==> src/rtl/pipo_load_sequencer.sv <==
// -----------------------------------------------------------------------------
// pipo_load_sequencer
//
// Control FSM that steps a bank of NREG signed PIPO operand registers and one
// PIPO result register around a multi-cycle arithmetic datapath. Operands are
// loaded one at a time from a shared input bus. The datapath start is then
// pulsed, the FSM waits for completion, and the result register is enabled.
// This block holds no data. The register bank takes the input bus directly and
// is enabled by o_en / o_res_en.
//
// Optional feature (compile-time macro PIPO_SEQ_TIMEOUT_EN):
//   When defined, a BUSY-cycle counter aborts the wait after TO_CYC cycles.
//   It pulses o_timeout and returns straight to IDLE.
//   When undefined, no counter exists, o_timeout is tied to 0, and BUSY waits
//   indefinitely.
//
// Parameters:
//   NREG    number of operand registers sequenced (minimum 2)
//   TO_CYC  datapath timeout in BUSY cycles (used only with the timeout macro)
//   IW      index width, derived as $clog2(NREG)
//
// Ports:
//   clk         clock, rising edge
//   rst         asynchronous, active-low reset
//   i_start     begin a load/compute sequence (sampled only in IDLE)
//   i_valid     operand present on the shared bus (sampled only in LOAD)
//   i_dp_done   datapath completion strobe (sampled only in BUSY)
//   o_en        one-hot operand-register enable; combinational
//   o_dp_start  one-cycle datapath start pulse
//   o_res_en    one-cycle result-register enable
//   o_ready     high in IDLE
//   o_busy      high in LOAD, START, BUSY and CAPTURE
//   o_done      one-cycle completion pulse
//   o_idx       index of the operand currently awaited
//   o_timeout   one-cycle timeout pulse (0 when the feature is compiled out)
// -----------------------------------------------------------------------------
module pipo_load_sequencer #(
  parameter  int NREG   = 2,
  parameter  int TO_CYC = 16,
  localparam int IW     = $clog2(NREG)
) (
  input  logic            clk,
  input  logic            rst,
  input  logic            i_start,
  input  logic            i_valid,
  input  logic            i_dp_done,
  output logic [NREG-1:0] o_en,
  output logic            o_dp_start,
  output logic            o_res_en,
  output logic            o_ready,
  output logic            o_busy,
  output logic            o_done,
  output logic [IW-1:0]   o_idx,
  output logic            o_timeout
);

  // Elaboration-time sanity check on the configuration.
  if (NREG < 2 || TO_CYC < 1) begin : g_param_check
    $error("pipo_load_sequencer: NREG must be >= 2 and TO_CYC must be >= 1");
  end

  typedef enum logic [2:0] {
    S_IDLE,
    S_LOAD,
    S_START,
    S_BUSY,
    S_CAPTURE,
    S_DONE
  } state_e;

  localparam logic [IW-1:0] LAST_IDX = IW'(NREG - 1);

  state_e        state_q, state_d;
  logic [IW-1:0] idx_q,   idx_d;

  // The status/strobe outputs are registered. Each is decoded from the next
  // state, so the flop value always matches the current state.
  logic ready_q,    ready_d;
  logic busy_q,     busy_d;
  logic dp_start_q, dp_start_d;
  logic res_en_q,   res_en_d;
  logic done_q,     done_d;

  // Timeout for the current cycle. It depends on i_dp_done, because a
  // completion arriving in the final counted cycle must suppress it.
  logic timeout;

`ifdef PIPO_SEQ_TIMEOUT_EN
  localparam int            CW       = $clog2(TO_CYC + 1);
  localparam logic [CW-1:0] CNT_LAST = CW'(TO_CYC - 1);

  logic [CW-1:0] cnt_q, cnt_d;
`endif

  // ---------------------------------------------------------------------------
  // Next-state logic
  // ---------------------------------------------------------------------------
  always_comb begin
    // NOTE: every variable assigned here gets a default first, so no path
    // leaves a value unassigned and no latch is inferred.
    state_d = state_q;
    idx_d   = idx_q;
    timeout = 1'b0;
`ifdef PIPO_SEQ_TIMEOUT_EN
    cnt_d   = cnt_q;
`endif

    unique case (state_q)
      S_IDLE: begin
        if (i_start) begin
          state_d = S_LOAD;
          idx_d   = '0;
        end
      end

      S_LOAD: begin
        // A cycle without i_valid holds both the state and the index.
        if (i_valid) begin
          if (idx_q == LAST_IDX) begin
            state_d = S_START;
          end else begin
            idx_d = idx_q + IW'(1);
          end
        end
      end

      S_START: begin
        state_d = S_BUSY;
`ifdef PIPO_SEQ_TIMEOUT_EN
        cnt_d   = '0;
`endif
      end

      S_BUSY: begin
        if (i_dp_done) begin
          state_d = S_CAPTURE;
        end
`ifdef PIPO_SEQ_TIMEOUT_EN
        // The count equals the number of BUSY cycles already spent. It reaches
        // TO_CYC-1 in the TO_CYC-th BUSY cycle.
        else if (cnt_q == CNT_LAST) begin
          timeout = 1'b1;
          state_d = S_IDLE;
          idx_d   = '0;
        end else begin
          cnt_d = cnt_q + CW'(1);
        end
`endif
      end

      S_CAPTURE: begin
        state_d = S_DONE;
      end

      S_DONE: begin
        state_d = S_IDLE;
        idx_d   = '0;
      end

      default: begin
        state_d = S_IDLE;
        idx_d   = '0;
      end
    endcase
  end

  // ---------------------------------------------------------------------------
  // Output decode from the next state (registered in the flop block below)
  // ---------------------------------------------------------------------------
  always_comb begin
    ready_d    = (state_d == S_IDLE);
    busy_d     = (state_d == S_LOAD)  || (state_d == S_START) ||
                 (state_d == S_BUSY)  || (state_d == S_CAPTURE);
    dp_start_d = (state_d == S_START);
    res_en_d   = (state_d == S_CAPTURE);
    done_d     = (state_d == S_DONE);
  end

  // ---------------------------------------------------------------------------
  // State and output registers
  // ---------------------------------------------------------------------------
  // NOTE: sequential state uses non-blocking assignments, so every flop
  // samples pre-edge values regardless of statement order.
  always_ff @(posedge clk or negedge rst) begin
    if (!rst) begin
      state_q    <= S_IDLE;
      idx_q      <= '0;
      ready_q    <= 1'b1;
      busy_q     <= 1'b0;
      dp_start_q <= 1'b0;
      res_en_q   <= 1'b0;
      done_q     <= 1'b0;
`ifdef PIPO_SEQ_TIMEOUT_EN
      cnt_q      <= '0;
`endif
    end else begin
      state_q    <= state_d;
      idx_q      <= idx_d;
      ready_q    <= ready_d;
      busy_q     <= busy_d;
      dp_start_q <= dp_start_d;
      res_en_q   <= res_en_d;
      done_q     <= done_d;
`ifdef PIPO_SEQ_TIMEOUT_EN
      cnt_q      <= cnt_d;
`endif
    end
  end

  // ---------------------------------------------------------------------------
  // Outputs
  // ---------------------------------------------------------------------------
  // o_en is combinational on purpose. The operand register captures the bus on
  // the same edge that the FSM advances to the next index.
  assign o_en       = (state_q == S_LOAD && i_valid) ? (NREG'(1) << idx_q) : '0;
  assign o_dp_start = dp_start_q;
  assign o_res_en   = res_en_q;
  assign o_ready    = ready_q;
  assign o_busy     = busy_q;
  assign o_done     = done_q;
  assign o_idx      = idx_q;

`ifdef PIPO_SEQ_TIMEOUT_EN
  assign o_timeout  = timeout;
`else
  assign o_timeout  = 1'b0;
`endif

endmodule

==> config.mk <==
export PLATFORM = sky130hd
export DESIGN_NAME = pipo_load_sequencer
export DESIGN_NICKNAME = d
export VERILOG_FILES = /design/src/rtl/pipo_load_sequencer.sv
export SDC_FILE = /design/constraint.sdc
export NUM_CORES = 1
export LEC_CHECK = 0
export CORE_AREA = 2 2 39 41
export DETAILED_ROUTE_END_ITERATION = 8
export DIE_AREA = 0 0 41 43
export PLACE_DENSITY = 0.66
export SKIP_CTS_REPAIR_TIMING = 1
export SYNTH_ARGS = -nofsm -noshare
export SYNTH_HDL_FRONTEND = slang
export SYNTH_SLANG_ARGS = --single-unit
==> constraint.sdc <==
create_clock -name clk -period 1.3 [get_ports clk]
set_input_delay 0.13 -clock clk [delete_from_list [all_inputs] [get_ports clk]]
set_output_delay 0.13 -clock clk [all_outputs]
set_load 0.02 [all_outputs]
==> results.md <==
• result of the run: complete, but fails checks
• failing checks: setup timing
• count of H-tree levels built during CTS: 1
• first-pass GRT wire length: 1130 um
• switching portion of total power: 36.3%
• Mean Syn Cell Area: 11.3 sq um
• critical path, cell by cell: and2b_2 -> and3_1 -> buf_2
• Synth warnings: 0
• clock sink count: 9
• Synth-to-Final Area Change: 58.6%
• overall overflow remaining after global route: 0
• number of detailed-route iterations in the first pass: 3
• upper clock frequency limit: 759 MHz
• kind of start point of the critical path: flop
• mux contribution to synthesized area: 0%
• type of the worst setup path: reg2out
• top-count cell post-synth: dfrtp_1
• maximum net fanout on the critical path: 5
• master cell of the clock root buffer: clkbuf_4
• post-DP HPWL: 578 um
• part of the total power dissipated in combinational logic: 51.7%
• register bit count reported by yosys: 9
• post-synthesis share of cell area spent on xor and xnor gates: 0%
• most numerous cell types in the synthesized netlist: dfrtp_1 (8), and3_1 (4), nand2_1 (3), nor2_1 (3), o21ai_0 (2)
• data required time of the worst path: 1.17 ns
• top layer in use: met4
• post-synthesis sequential area ratio: 59.0%
• Die Footprint: 1760 sq um
• height of the chip: 43 um
• Most used DFF post-synth: dfrtp_1
• nets in the synthesized netlist: 39
• First DRT Iteration DRCs: 3
• final weighted congestion in routability-driven placement: 0.750
• type of the tightest min-delay check: in2async
• via count of the first global-routing pass: 263
• Max clock buf depth: 2
• initial antenna violation count: 0
• count of buffers inserted at the top-level ports: 12
• dominant cells by area after synthesis: dfrtp_1 (52%), dfstp_2 (6.8%), and3_1 (6.5%), nor3b_2 (3.3%), nand2_1 (2.9%)
• Yosys top cell area share: 52.1%
• routed length on met3: 65 um
• fin crit period: 1.32 ns
• category of the worst setup path capture point: output pin
• reported max-cap violation count: 0
• post-route cell area: 609 sq um
• clock tree from TritonCTS: built
• Die W: 41 um
• EDFF count, synth: 0
• length of routed wiring on met1: 368 um
• largest family of logic cells by synthesized area: simple AND/OR/NAND/NOR gates
• met2 wire len: 394 um
• async set or reset register ratio after synthesis: 100%
• Final Slew Violations: 0
• worst IR drop on VDD: 0.628 mV
• Final Hold Violating Endpoints: 0
• critical path's slowest cell: dfrtp_1
• Layout Nets: 61
• Final period util: 101%
• Core ar.: 1380 sq um
• Post-Synthesis Cell Area: 384 sq um
• Power Internal: 850 uW
• Static Leakage: 0.000353 uW
• total power: 1330 uW
• drt drc: 0
• Tot GR Track Use: 10.4%
• cell type with the largest total area after synthesis: dfrtp_1
• number of standard-cell rows in the floorplan: 14
• crit-path max cell delay: 0.38 ns
• register clock-pin slew on the reported worst setup and hold paths: 0.06 ns
• power per standard cell area: 2190 nW/um^2
• pin count of the biggest net entering global routing: 10
• worst clock skew on the final layout: 0.00130 ns
• compound-gate portion of the synthesized area: 7.17%
• timing startpoint of the critical path: state_q[2]
• signal arrival time at the worst endpoint: 1.19 ns
• detailed-route via count: 334
• synthesized instance count: 34
• antenna viol nets, final: 0
• number of setup violations in the final report: 2
• DRT Wirelength: 843 um
• Clk network pwr share: 15.8%
• sequential cell fraction of total power: 32.5%
• initial cell density of the core: 27.8%
• routed length per instance: 11.9 um
• min setup slack post-route: -0.0176 ns
• number of distinct library cell variants in the gate-level netlist after synthesis: 19
• NetSw: 485 uW
• total CTS buffers: 3
• top-level port count: 14
• worst-skew pair later-pin latency: 0.26 ns
• startpoint of the most critical register-to-register path: state_q[2]
• ant diodes: 0
• share of post-route cells with drive strength above 1: 30.9%
• vias per inst: 4.70
• RSZ-0062 raised after global routing: yes
• placement-stage cell area: 554 sq um
• synthesized-area fraction occupied by and/or/nand/nor cells: 30.9%
• adder-cell share of the synthesized area: 0%
path summary, 6_finish.rpt:
| check | slack, ns | cells after the start | to |
|---|---|---|---|
| setup / recovery | -0.02 | 3 | o_en[1] |
| hold / removal | 0.15 | 1 | o_res_en |
| setup reg to reg | -0.01 | 4 | state_q[0] |
| hold reg to reg | 0.57 | 2 | state_q[1] |
| max in group asynchronous | 0.83 | 1 | o_ready |
| min in group clk | 0.53 | 3 | o_ready |
power by group through the flow:
stage	Sequential (uW)	Clock [uW]	Combinational (uW)
floorplan	551	0	230
global placement	432	0	645
detailed placement	433	0	661
CTS	431	222	665
global route	443	226	746
finish	434	211	691
through the flow:
step                      utilization (%)  setup slack (ns)  instances  hold WS, ns  setup TNS (ns)
after global routing                 44.0           -0.0676         71        0.196          -0.165
after global placement               40.1            -0.329         66        0.440          -0.664
final                                44.0           -0.0176         71        0.155         -0.0285
after detailed placement             40.1            -0.323         66        0.446          -0.664
after floorplan                         -             0.110         34       -0.166               0
after CTS                            42.0            -0.494         70        0.163           -1.49
layer usage:
metal  track usage, %  up-vias
li1                 -      158
met3             1.57        2
met5                0        -
met1             13.0      161
met4             12.0        0
met2             13.4       13
worst max-delay path: cells and delay by family, from the launching register on:
kind | cells | cell delay (ns)
buf+inv | 1 | 0.16
flops | 1 | 0.38
simple gates | 2 | 0.40
area by class of cell:
| cell class | instances | area [sq um] |
|---|---|---|
| clock buffers | 4 | 26.3 |
| fillers | 143 | 774 |
| repair buffers | 18 | 180 |
| flip-flops and latches | 9 | 226 |
| multi-input cells | 24 | 156 |
| well taps | 16 | 20.0 |
state kept, by name (all words and copies together), names as in the netlist:
signal      flops
state_q         3
o_busy          1
o_done          1
o_dp_start      1
o_idx           1
o_ready         1
o_res_en        1
kinds of logic (layout without fill, tap and decap cells):
family                 after synthesis  in the layout
AOI/OAI and AO/OA                    4              4
DFF                                  9              9
and+or+nand+nor                     19             19
buffers and inverters                1             22
other                                1              1
layout by cell type (no fill, tap or decap):
cell type / instances
dfrtp_1: 8
dlymetal6s2s_1: 6
buf_4: 5
and3_1: 4
clkdlybuf4s50_1: 4
nand2_1: 3
nor2_1: 3
clkbuf_4: 3
o21ai_0: 2
buf_6: 2
nor3b_2: 1
and2b_2: 1
or2_1: 1
nor2b_2: 1
a32oi_1: 1
or4_4: 1
nand2_4: 1
a311oi_1: 1
nand2b_1: 1
nand3b_1: 1
nand3_1: 1
conb_1: 1
clkbuf_1: 1
dfstp_2: 1
buf_2: 1
No activity file was read; power rests on OpenSTA's default activity.
